<file path="config.mk">
export PLATFORM = sky130hd
export DESIGN_NAME = mem_stage
export DESIGN_NICKNAME = d
export VERILOG_FILES = /design/src/rtl/mem_stage.sv
export SDC_FILE = /design/constraint.sdc
export NUM_CORES = 1
export LEC_CHECK = 0
export CORE_AREA = 2 2 114 116
export CTS_CLUSTER_DIAMETER = 50
export CTS_CLUSTER_SIZE = 14
export DETAILED_ROUTE_END_ITERATION = 8
export DIE_AREA = 0 0 116 118
export DONT_BUFFER_PORTS = 1
export PLACE_DENSITY_LB_ADDON = 0.3
export SYNTH_ARGS = -nofsm -noshare
export SYNTH_HDL_FRONTEND = slang
export SYNTH_SLANG_ARGS = --single-unit
</file>
<file path="constraint.sdc">
create_clock -name clk -period 1.5 [get_ports clk]
set_clock_uncertainty 0.05 [all_clocks]
set_input_delay 0.075 -clock clk [delete_from_list [all_inputs] [get_ports clk]]
set_output_delay 0.075 -clock clk [all_outputs]
set_load 0.02 [all_outputs]
</file>
<file path="src/rtl/mem_stage.sv">
// Memory pipeline stage: issues one data-memory request per load/store, formats load data
// and produces the memory pipeline register. Optional response timeout: MEM_RESP_TIMEOUT_EN.
module mem_stage #(
  parameter int TIMEOUT_CYCLES = 255
) (
  input  logic        clk,
  input  logic        rst,
  input  logic        i_valid,
  input  logic [31:0] i_addr,
  input  logic [31:0] i_wdata,
  input  logic [4:0]  i_rd_addr,
  input  logic        i_regf_we,
  input  logic        i_mem_read,
  input  logic        i_mem_write,
  input  logic [2:0]  i_funct3,
  input  logic        i_ext_stall,
  output logic [31:0] dmem_addr,
  output logic [3:0]  dmem_rmask,
  output logic [3:0]  dmem_wmask,
  output logic [31:0] dmem_wdata,
  input  logic [31:0] dmem_rdata,
  input  logic        dmem_resp,
  output logic        dmem_stall,
  output logic        o_valid,
  output logic [4:0]  o_rd_addr,
  output logic        o_regf_we,
  output logic [31:0] o_wb_data,
  output logic        o_misaligned,
  output logic        o_bus_error
);

  typedef enum logic [1:0] {IDLE, WAIT, DONE} state_t;

  state_t      state;
  logic [1:0]  off;
  logic [4:0]  shamt;
  logic        is_h;
  logic        is_w;
  logic        misaligned;
  logic        mem_op;
  logic        req;
  logic        timeout;
  logic        adv;
  logic [3:0]  mask;
  logic [31:0] lane;
  logic [31:0] load_data;
  logic [31:0] hold_data;
  logic [31:0] wb_next;

  assign off        = i_addr[1:0];
  assign shamt      = {off, 3'b000};
  assign is_h       = (i_funct3[1:0] == 2'b01);
  assign is_w       = (i_funct3[1:0] == 2'b10);
  assign misaligned = (i_mem_read | i_mem_write) &
                      ((is_h & i_addr[0]) | (is_w & (i_addr[1:0] != 2'b00)));
  assign mem_op     = i_valid & (i_mem_read | i_mem_write) & ~misaligned;
  assign req        = (state == IDLE) & mem_op;

  always_comb begin
    mask = 4'b1111;
    case (i_funct3[1:0])
      2'b00:   mask = 4'b0001 << off;
      2'b01:   mask = 4'b0011 << off;
      default: mask = 4'b1111;
    endcase
  end

  assign dmem_addr  = {i_addr[31:2], 2'b00};
  assign dmem_rmask = (req & i_mem_read)  ? mask : 4'b0000;
  assign dmem_wmask = (req & i_mem_write) ? mask : 4'b0000;
  assign dmem_wdata = is_w ? i_wdata : (i_wdata << shamt);

  assign lane = dmem_rdata >> shamt;

  always_comb begin
    load_data = dmem_rdata;
    case (i_funct3)
      3'b000:  load_data = {{24{lane[7]}}, lane[7:0]};
      3'b001:  load_data = {{16{lane[15]}}, lane[15:0]};
      3'b100:  load_data = {24'h0, lane[7:0]};
      3'b101:  load_data = {16'h0, lane[15:0]};
      default: load_data = dmem_rdata;
    endcase
  end

`ifdef MEM_RESP_TIMEOUT_EN
  localparam int CW = (TIMEOUT_CYCLES > 255) ? $clog2(TIMEOUT_CYCLES + 1) : 8;
  logic [CW-1:0] wait_cnt;

  assign timeout = (state == WAIT) & ~dmem_resp & (wait_cnt == CW'(TIMEOUT_CYCLES - 1));

  // Counts completed WAIT cycles; cleared whenever the FSM leaves or is outside WAIT.
  always_ff @(posedge clk) begin
    if (rst) begin
      wait_cnt <= '0;
    end else if ((state == WAIT) && !dmem_resp && !timeout) begin
      wait_cnt <= wait_cnt + 1'b1;
    end else begin
      wait_cnt <= '0;
    end
  end
`else
  logic unused_timeout_cfg;
  assign unused_timeout_cfg = |TIMEOUT_CYCLES;
  assign timeout = 1'b0;
`endif

  assign dmem_stall = req | ((state == WAIT) & ~dmem_resp & ~timeout);
  assign adv        = ~(i_ext_stall | dmem_stall);

  // In DONE the bus no longer carries the response, so the held copy is used.
  assign wb_next = (i_mem_read & ~misaligned) ?
                   ((state == DONE) ? hold_data : load_data) : i_addr;

  always_ff @(posedge clk) begin
    if (rst) begin
      state     <= IDLE;
      hold_data <= 32'h0;
    end else begin
      case (state)
        IDLE: if (mem_op) state <= WAIT;
        WAIT: begin
          if (dmem_resp) begin
            hold_data <= load_data;
            state     <= i_ext_stall ? DONE : IDLE;
          end else if (timeout) begin
            state <= IDLE;
          end
        end
        DONE:    if (!i_ext_stall) state <= IDLE;
        default: state <= IDLE;
      endcase
    end
  end

  always_ff @(posedge clk) begin
    if (rst) begin
      o_valid      <= 1'b0;
      o_rd_addr    <= 5'h0;
      o_regf_we    <= 1'b0;
      o_wb_data    <= 32'h0;
      o_misaligned <= 1'b0;
      o_bus_error  <= 1'b0;
    end else if (adv) begin
      o_valid      <= i_valid;
      o_rd_addr    <= i_rd_addr;
      o_regf_we    <= i_regf_we & ~misaligned & ~timeout;
      o_wb_data    <= wb_next;
      o_misaligned <= misaligned;
      o_bus_error  <= timeout;
    end
  end

endmodule

</file>
==> reports/metrics.csv, run 1 <==
stage;metric;value;unit
floorplan;Die Wd;116;µm
pwr;Peak supply drop;0.546;mV
synth;number of synthesized flops with an enable pin;0;
timing;RSZ-0062 raised after global routing;yes;
worst_hold_path;hold path cells;1;
synth;largest family of logic cells by synthesized area;compound AO/OA/AOI/OAI gates;
synth;FF+latch count, synth;74;
clock_network;Worst-path clk slew;0.06;ns
worst_setup_path;Worst Path Required;1.69;ns
cells_and_area;filler instances;1222;
pwr;Pint;4090;µW
synth;number of synthesis warnings;0;
clock_network;Skew-Pair Late Insertion Delay;0.33;ns
placed_design;routability congestion estimate;0.840;
timing;setup ws final;-0.149;ns
synth;compound-gate portion of the synthesized area;33.3;%
timing;Final min period;1.65;ns
timing;Slew HR;65.8;%
synth;top cell type's share of synthesized area;27.2;%
worst_setup_path;Reg-to-Reg End;o_wb_data[6];
synth;Cell Area, Synth;5450;µm²
cells_and_area;Area Growth Syn to Fin;14.6;%
pwr;sequential power share;39.3;%
timing;hold_ws;-0.243;ns
clock_network;cts hold-fix bufs;3;
worst_setup_path;crit path max fanout;13;
synth;Syn Inst Count;725;
worst_setup_path;crit path capture type;register;
global_routing;first-pass GRT wire length;26100;µm
synth;Post-synth top cells;nor2_1 (133), dfxtp_1 (74), a21oi_1 (62), nand2_1 (59), a211oi_1 (43);
global_routing;M2 GR Usage;39.4;%
worst_hold_path;hold path start;rst;
synth;Synth Area in XOR/XNOR;0;%
pwr;Pwr Density;952;nW/µm²
global_routing;GR Layer Usage met3;6.49;%
detailed_routing;vias per inst;6.07;
synth;Yosys top cell by area;dfxtp_1;
pwr;Net Sw Frac;31.2;%
floorplan;Vert. Die Dim;118;µm
job;total of max-cap violations;0;
global_routing;grt ovf;0;
detailed_routing;DRT Pass-1 Iters;5;
clock_network;CTS tree;yes;
detailed_routing;residual DRC count;0;
pwr;sw power;1850;µW
placed_design;Post-Place Worst Slack;-0.223;ns
detailed_routing;Total Routed Length;17600;µm
placed_design;hpwl dp;11800;µm
detailed_routing;routed len/inst;20.4;µm
synth;Post-synth ARST share;0;%
synth;synth top area cells;dfxtp_1 (27%), nor2_1 (9.2%), a211oi_1 (5.9%);
worst_setup_path;Max stage delay on crit path;0.37;ns
clock_network;Clock Tree Buf Depth;2;
timing;crit share post-route;110;%
placed_design;dpl cells;835;
floorplan;Initial Utilization;43.9;%
timing;Total Neg Setup Slack;-4.37;ns
detailed_routing;via count;5225;
floorplan;total die area;13700;µm²
detailed_routing;antenna-violating nets left;0;
timing;Slew Limit Fails;0;
synth;Avg Cell Area, Syn;7.52;µm²
clock_network;CTS Root Cell;clkbuf_16;
detailed_routing;Starting DRT DRC Count;368;
synth;most frequent cell after synthesis;nor2_1;
global_routing;busiest layer in global routing;met2;
pwr;clock share of power;37.1;%
placed_design;area post-placement;5570;µm²
pwr;P_leak;0.00221;µW
clock_network;CTS sink cnt;74;
worst_setup_path;CP cell instances;nor3b_2, nor2_2, o21a_2, clkbuf_16, nor2_1, a211oi_1;
global_routing;number of global-route vias before repair;4791;
global_routing;M1 GR Usage;30.9;%
floorplan;core footprint;12400;µm²
worst_setup_path;reg2reg start;state[0];
global_routing;antenna violations before repair;0;
placed_design;Port Buffers;0;
synth;Top FF cell, synth;dfxtp_1;
worst_hold_path;Worst Hold End;o_rd_addr[4];
timing;final setup vio count;44;
worst_setup_path;WS Path Type;reg -> reg;
cells_and_area;Final Instance Count excl. Fillers;861;
synth;Netlist cell types;48;
cells_and_area;Nets;796;
synth;multiplexer share of the synthesized area;4.09;%
worst_setup_path;critical path's slowest cell;dfxtp_4;
worst_setup_path;critical path launch point type;register;
worst_hold_path;min-delay worst type;in -> reg;
floorplan;row cnt;41;
synth;register area share after synthesis;27.2;%
synth;post-synthesis adder-cell area fraction;0;%
worst_setup_path;WP data arrival;1.84;ns
timing;Worst Tran Pin Value;0.510;ns
floorplan;# IOs;226;
timing;final hold violation count;73;
run_status;status;complete, but fails checks;
run_status;failing checks;negative hold slack, negative setup slack;
cells_and_area;design area;6240;µm²
clock_network;Num CTS Buffers;9;
global_routing;largest net degree at the start of global routing;75;
synth;simple-gate share of the synthesized area;24.4;%
worst_setup_path;Reg2Reg Depth;6;
timing;Highest Clock Rate;606;MHz
cells_and_area;layout cells sized above 1;27.0;%
clock_network;H-tree depth;3;
worst_setup_path;slack of the worst reg-to-reg path;-0.15;ns
cells_and_area;# diodes;0;
global_routing;Overall Global Routing Usage;23.6;%
pwr;Comb power frac;23.6;%
[state kept, by name, indices dropped and copies added (netlist names)]
name          flops
hold_data        32
o_wb_data        32
o_rd_addr         5
state             2
o_misaligned      1
o_regf_we         1
o_valid           1
[worst max path at each step]
stage	start	endpoint	slack, ns	cells past startpoint
floorplan	i_addr[0]	dmem_wdata[19]	-0.07	7
global placement	state[0]	o_wb_data[15]	-0.24	5
detailed placement	state[0]	o_wb_data[15]	-0.22	5
CTS	state[0]	o_wb_data[19]	-0.09	6
global route	state[0]	o_wb_data[14]	-0.18	6
finish	state[0]	o_wb_data[6]	-0.15	6
[repair_timing]
item | CTS | global route
pin swaps | 9 | 8
resized for setup | 30 | 24
buffers inserted | 1 | 3
hold endpoints to repair | 74 | 73
setup endpoints to repair | 43 | 48
cloned | 0 | 4
[stage by stage]
stage	total power [µW]	utilization, %
finish	5940	50.3
detailed placement	3630	44.8
CTS	5890	48.5
global placement	3600	44.8
floorplan	3570	-
global route	6210	50.3
[final cells by class]
| class | instances | area (µm²) | area share [%] |
|---|---|---|---|
| Multi-Input combinational cell | 548 | 3690 | 59.1 |
| Sequential cell | 74 | 1490 | 23.9 |
| Timing Repair Buffer | 48 | 533 | 8.54 |
| Clock buffer | 12 | 256 | 4.11 |
| Tap cell | 172 | 215 | 3.45 |
| Clock inverter | 4 | 50.0 | 0.802 |
| Inverter | 3 | 11.3 | 0.180 |
[power by group through the flow]
stage / Sequential [µW] / Clock [µW] / Combinational [µW]
detailed placement: 2380 / 0 / 1260
global placement: 2370 / 0 / 1230
floorplan: 2340 / 0 / 1220
global route: 2350 / 2330 / 1520
CTS: 2330 / 2250 / 1300
finish: 2340 / 2200 / 1400
[worst max-delay path, delay by kind of cell (launching register included)]
family,cells,cell delay (ns)
AOI/OAI and AO/OA,2,0.54
buffers and inverters,1,0.23
DFF,1,0.37
and+or+nand+nor,3,0.38
[cells by family (layout without fill, tap and decap cells)]
| kind of cell | Yosys count | after routing |
|---|---|---|
| muxes | 20 | 20 |
| AOI/OAI and AO/OA | 242 | 242 |
| and+or+nand+nor | 283 | 283 |
| other | 1 | 3 |
| buffers and inverters | 105 | 67 |
| DFF | 74 | 74 |
[layer usage]
metal	share of wire (%)	up-vias	wire (µm)
met3	9.1	12	1600
met4	0.76	0	133
met2	49	236	8680
met5	0	-	0
met1	41	2500	7140
li1	-	2477	-
[cells in the final DEF (no fill, tap or decap), types with 3 or more instances in the layout]
| cell | n |
|---|---|
| o32ai_1 | 7 |
| a211oi_1 | 29 |
| a211o_1 | 6 |
| nand2_1 | 58 |
| nor2b_1 | 35 |
| o21ai_1 | 3 |
| a211oi_2 | 28 |
| a31oi_1 | 9 |
| dfxtp_1 | 72 |
| o21ai_2 | 16 |
| clkbuf_16 | 13 |
| a221oi_1 | 7 |
| nor2_2 | 6 |
| buf_4 | 32 |
| a311o_1 | 6 |
| nand2b_1 | 12 |
| nor3_1 | 5 |
| nor2_1 | 126 |
| dlygate4sd3_1 | 3 |
| and2_1 | 8 |
| a21o_1 | 8 |
| nor3_2 | 11 |
| inv_1 | 3 |
| conb_1 | 3 |
| nand3b_1 | 8 |
| a21oi_2 | 15 |
| o221a_2 | 16 |
| mux2i_1 | 11 |
| a21oi_1 | 48 |
| o21ai_0 | 13 |
| buf_12 | 7 |
| mux2_2 | 8 |
| o2bb2ai_1 | 6 |
| a22oi_1 | 9 |
Note: power is estimated with default switching activity, not from simulation.
==> run 2, diff against run 1 <==
--- a/config.mk
+++ b/config.mk
@@ -5,11 +5,11 @@
 export SDC_FILE = /design/constraint.sdc
 export NUM_CORES = 1
 export LEC_CHECK = 0
-export CORE_AREA = 2 2 114 116
+export CORE_AREA = 3 3 115 117
 export CTS_CLUSTER_DIAMETER = 50
 export CTS_CLUSTER_SIZE = 14
 export DETAILED_ROUTE_END_ITERATION = 8
-export DIE_AREA = 0 0 116 118
+export DIE_AREA = 0 0 118 120
 export DONT_BUFFER_PORTS = 1
 export PLACE_DENSITY_LB_ADDON = 0.3
 export SYNTH_ARGS = -nofsm -noshare
==> run 2 against run 1 <==
Compared with the run above: largest power group unchanged; hold slack worse by 0.0050 ns; register-to-register slack better by 0.03 ns; die area is 3.4% higher; via count is 2.8% higher; sequential power hardly changed; design area is 3.3% higher; non-clock buffer count is 9 higher; the run still ends with negative hold slack, negative setup slack left; combinational power is 4% higher; core utilization is 1.5 points higher; highest routed layer unchanged.
==> reports/metrics.csv, run 2 (synthesis gave the netlist of run 1 again) <==
stage;metric;value;unit;change
clock_network;CTS tree;yes;;
cells_and_area;commonest non-fill, non-tap cells in the layout;nor2_1 (121), dfxtp_1 (72), nand2_1 (52);;
global_routing;first-pass GRT wire length;27300;µm;+4.7%
cells_and_area;filler instances;1164;;-4.7%
timing;Slew Limit Fails;0;;unchanged
detailed_routing;Starting DRT DRC Count;521;;+42%
placed_design;hpwl dp;12700;µm;+7.2%
pwr;Pwr Density;899;nW/µm²;-5.6%
timing;Final min period;1.62;ns;-0.0321 ns
detailed_routing;routed len/inst;21.0;µm;+2.8%
worst_hold_path;min-delay worst type;in -> reg;;
cells_and_area;# diodes;0;;unchanged
timing;Highest Clock Rate;618;MHz;+2.0%
floorplan;Initial Utilization;43.7;%;-0.18 points
pwr;Peak supply drop;0.458;mV;-16%
detailed_routing;residual DRC count;0;;unchanged
global_routing;number of global-route vias before repair;5037;;+5.1%
timing;Worst Tran Pin Value;0.666;ns;+0.156 ns
floorplan;core footprint;12500;µm²;+0.41%
worst_setup_path;critical path's slowest cell;dfxtp_4;;
clock_network;Worst-path clk slew;0.06;ns;about the same
clock_network;Num CTS Buffers;9;;unchanged
global_routing;antenna violations before repair;0;;unchanged
floorplan;Die Wd;118;µm;+1.7%
worst_setup_path;Worst Path Required;1.68;ns;about the same
worst_setup_path;WP buf/inv;2;;+1
floorplan;Vert. Die Dim;120;µm;+1.7%
cells_and_area;Multi-input gate area;3830;µm²;+4.0%
worst_setup_path;crit path max fanout;10;;-3
cells_and_area;Nets;805;;+1.1%
timing;Total Neg Setup Slack;-1.86;ns;+2.51 ns
global_routing;largest net degree at the start of global routing;75;;unchanged
worst_setup_path;crit path capture type;register;;
cells_and_area;Largest regs;hold_data (32), o_wb_data (32), o_rd_addr (5);;
placed_design;dpl cells;842;;+0.84%
clock_network;Clock Tree Buf Depth;2;;unchanged
clock_network;CTS sink cnt;74;;unchanged
cells_and_area;Area Growth Syn to Fin;18.4;%;
global_routing;grt ovf;0;;unchanged
cells_and_area;register area;1490;µm²;unchanged
placed_design;Port Buffers;0;;unchanged
global_routing;Overall Global Routing Usage;23.9;%;+0.27 points
floorplan;total die area;14200;µm²;+3.4%
timing;RSZ-0062 raised after global routing;yes;;
cells_and_area;Final Instance Count excl. Fillers;870;;+1.0%
floorplan;# IOs;226;;unchanged
worst_setup_path;Max stage delay on crit path;0.38;ns;about the same
floorplan;row cnt;41;;unchanged
worst_setup_path;CP cell instances;nor2b_4, buf_12, clkbuf_16, nor2_2, a211oi_2, o221a_2, nor3_2;;
clock_network;H-tree depth;3;;unchanged
worst_setup_path;critical path launch point type;register;;
placed_design;area post-placement;5620;µm²;+0.94%
worst_setup_path;Crit path max-delay family;compound AO/OA/AOI/OAI gates;;
timing;Slew HR;55.4;%;-10 points
placed_design;routability congestion estimate;0.807;;-4.0%
pwr;P_leak;0.00227;µW;+2.6%
clock_network;cts hold-fix bufs;2;;-1
cells_and_area;leading cell type in the layout, fill and taps excluded;nor2_1;;
timing;crit share post-route;108;%;-2.1 points
clock_network;Skew-Pair Late Insertion Delay;0.33;ns;about the same
worst_setup_path;WP data arrival;1.80;ns;-0.04 ns
cells_and_area;design area;6450;µm²;+3.3%
job;total of max-cap violations;0;;unchanged
run_status;failing checks;negative hold slack, negative setup slack;;
placed_design;Post-Place Worst Slack;-0.124;ns;+0.0999 ns
detailed_routing;antenna-violating nets left;0;;unchanged
timing;setup ws final;-0.117;ns;+0.0321 ns
run_status;status;complete, but fails checks;;
detailed_routing;Total Routed Length;18200;µm;+3.9%
timing;final setup vio count;35;;-20%
timing;hold_ws;-0.248;ns;-0.00504 ns
detailed_routing;vias per inst;6.17;;+1.7%
worst_setup_path;WS Path Type;reg -> reg;;
timing;final hold violation count;73;;unchanged
cells_and_area;layout cells sized above 1;31.8;%;+4.8 points
detailed_routing;via count;5371;;+2.8%
detailed_routing;DRT Pass-1 Iters;5;;unchanged
clock_network;CTS Root Cell;clkbuf_16;;
==> run 2: cell count changes in the layout (fill, tap and decap cells not counted), sizes merged <==
| cell | delta |
|---|---|
| buf | +11 |
| dlygate4sd3 | -1 |
| clkinv | +2 |
| bufinv | -1 |
| clkbuf | -2 |
==> run 2: through the flow <==
stage               power (µW)  util, %
floorplan                 3570        -
global placement          3630     45.1
detailed placement        3660     45.1
CTS                       5680     48.2
global route              6050     51.7
finish                    5800     51.7
==> run 2: path summary, 6_finish.rpt <==
kind / start / to / slack, ns / cells after the start
setup / recovery: state[1] / o_wb_data[27] / -0.12 / 7
hold / removal: rst / o_rd_addr[4] / -0.25 / 1
setup reg to reg: state[1] / o_wb_data[27] / -0.12 / 7
hold reg to reg: hold_data[8] / hold_data[8] / 0.40 / 2
==> run 2: report_power, final <==
part,total [µW],leakage [µW],switching [µW],internal (µW)
Sequential,2340,0.000609,233,2110
Combinational,1460,0.00153,828,628
Clock,2000,0.000131,843,1160
Total,5800,0.00227,1900,3890
==> run 2: timing repair <==
action                                  in CTS  in global routing
cloned                                       0                  6
pin swaps                                   13                 21
setup buffers                                1                  4
endpoints found under the setup margin      47                 47
resized for setup                           23                 74
endpoints found under the hold margin       74                 73
==> run 2: final cells by class <==
type,count,share of cell area (%)
Clock buffer,11,3.76
Inverter,3,0.175
Timing Repair Buffer,57,9.74
Multi-Input combinational cell,548,59.4
Sequential cell,74,23.1
Clock inverter,5,0.466
Tap cell,172,3.34
==> run 2: routing by layer <==
layer / GRT usage, % / part of all wire (%)
met1: 29.8 / 40
met2: 41.0 / 50
met3: 7.07 / 8.9
met4: 4.76 / 1.2
met5: 0 / 0
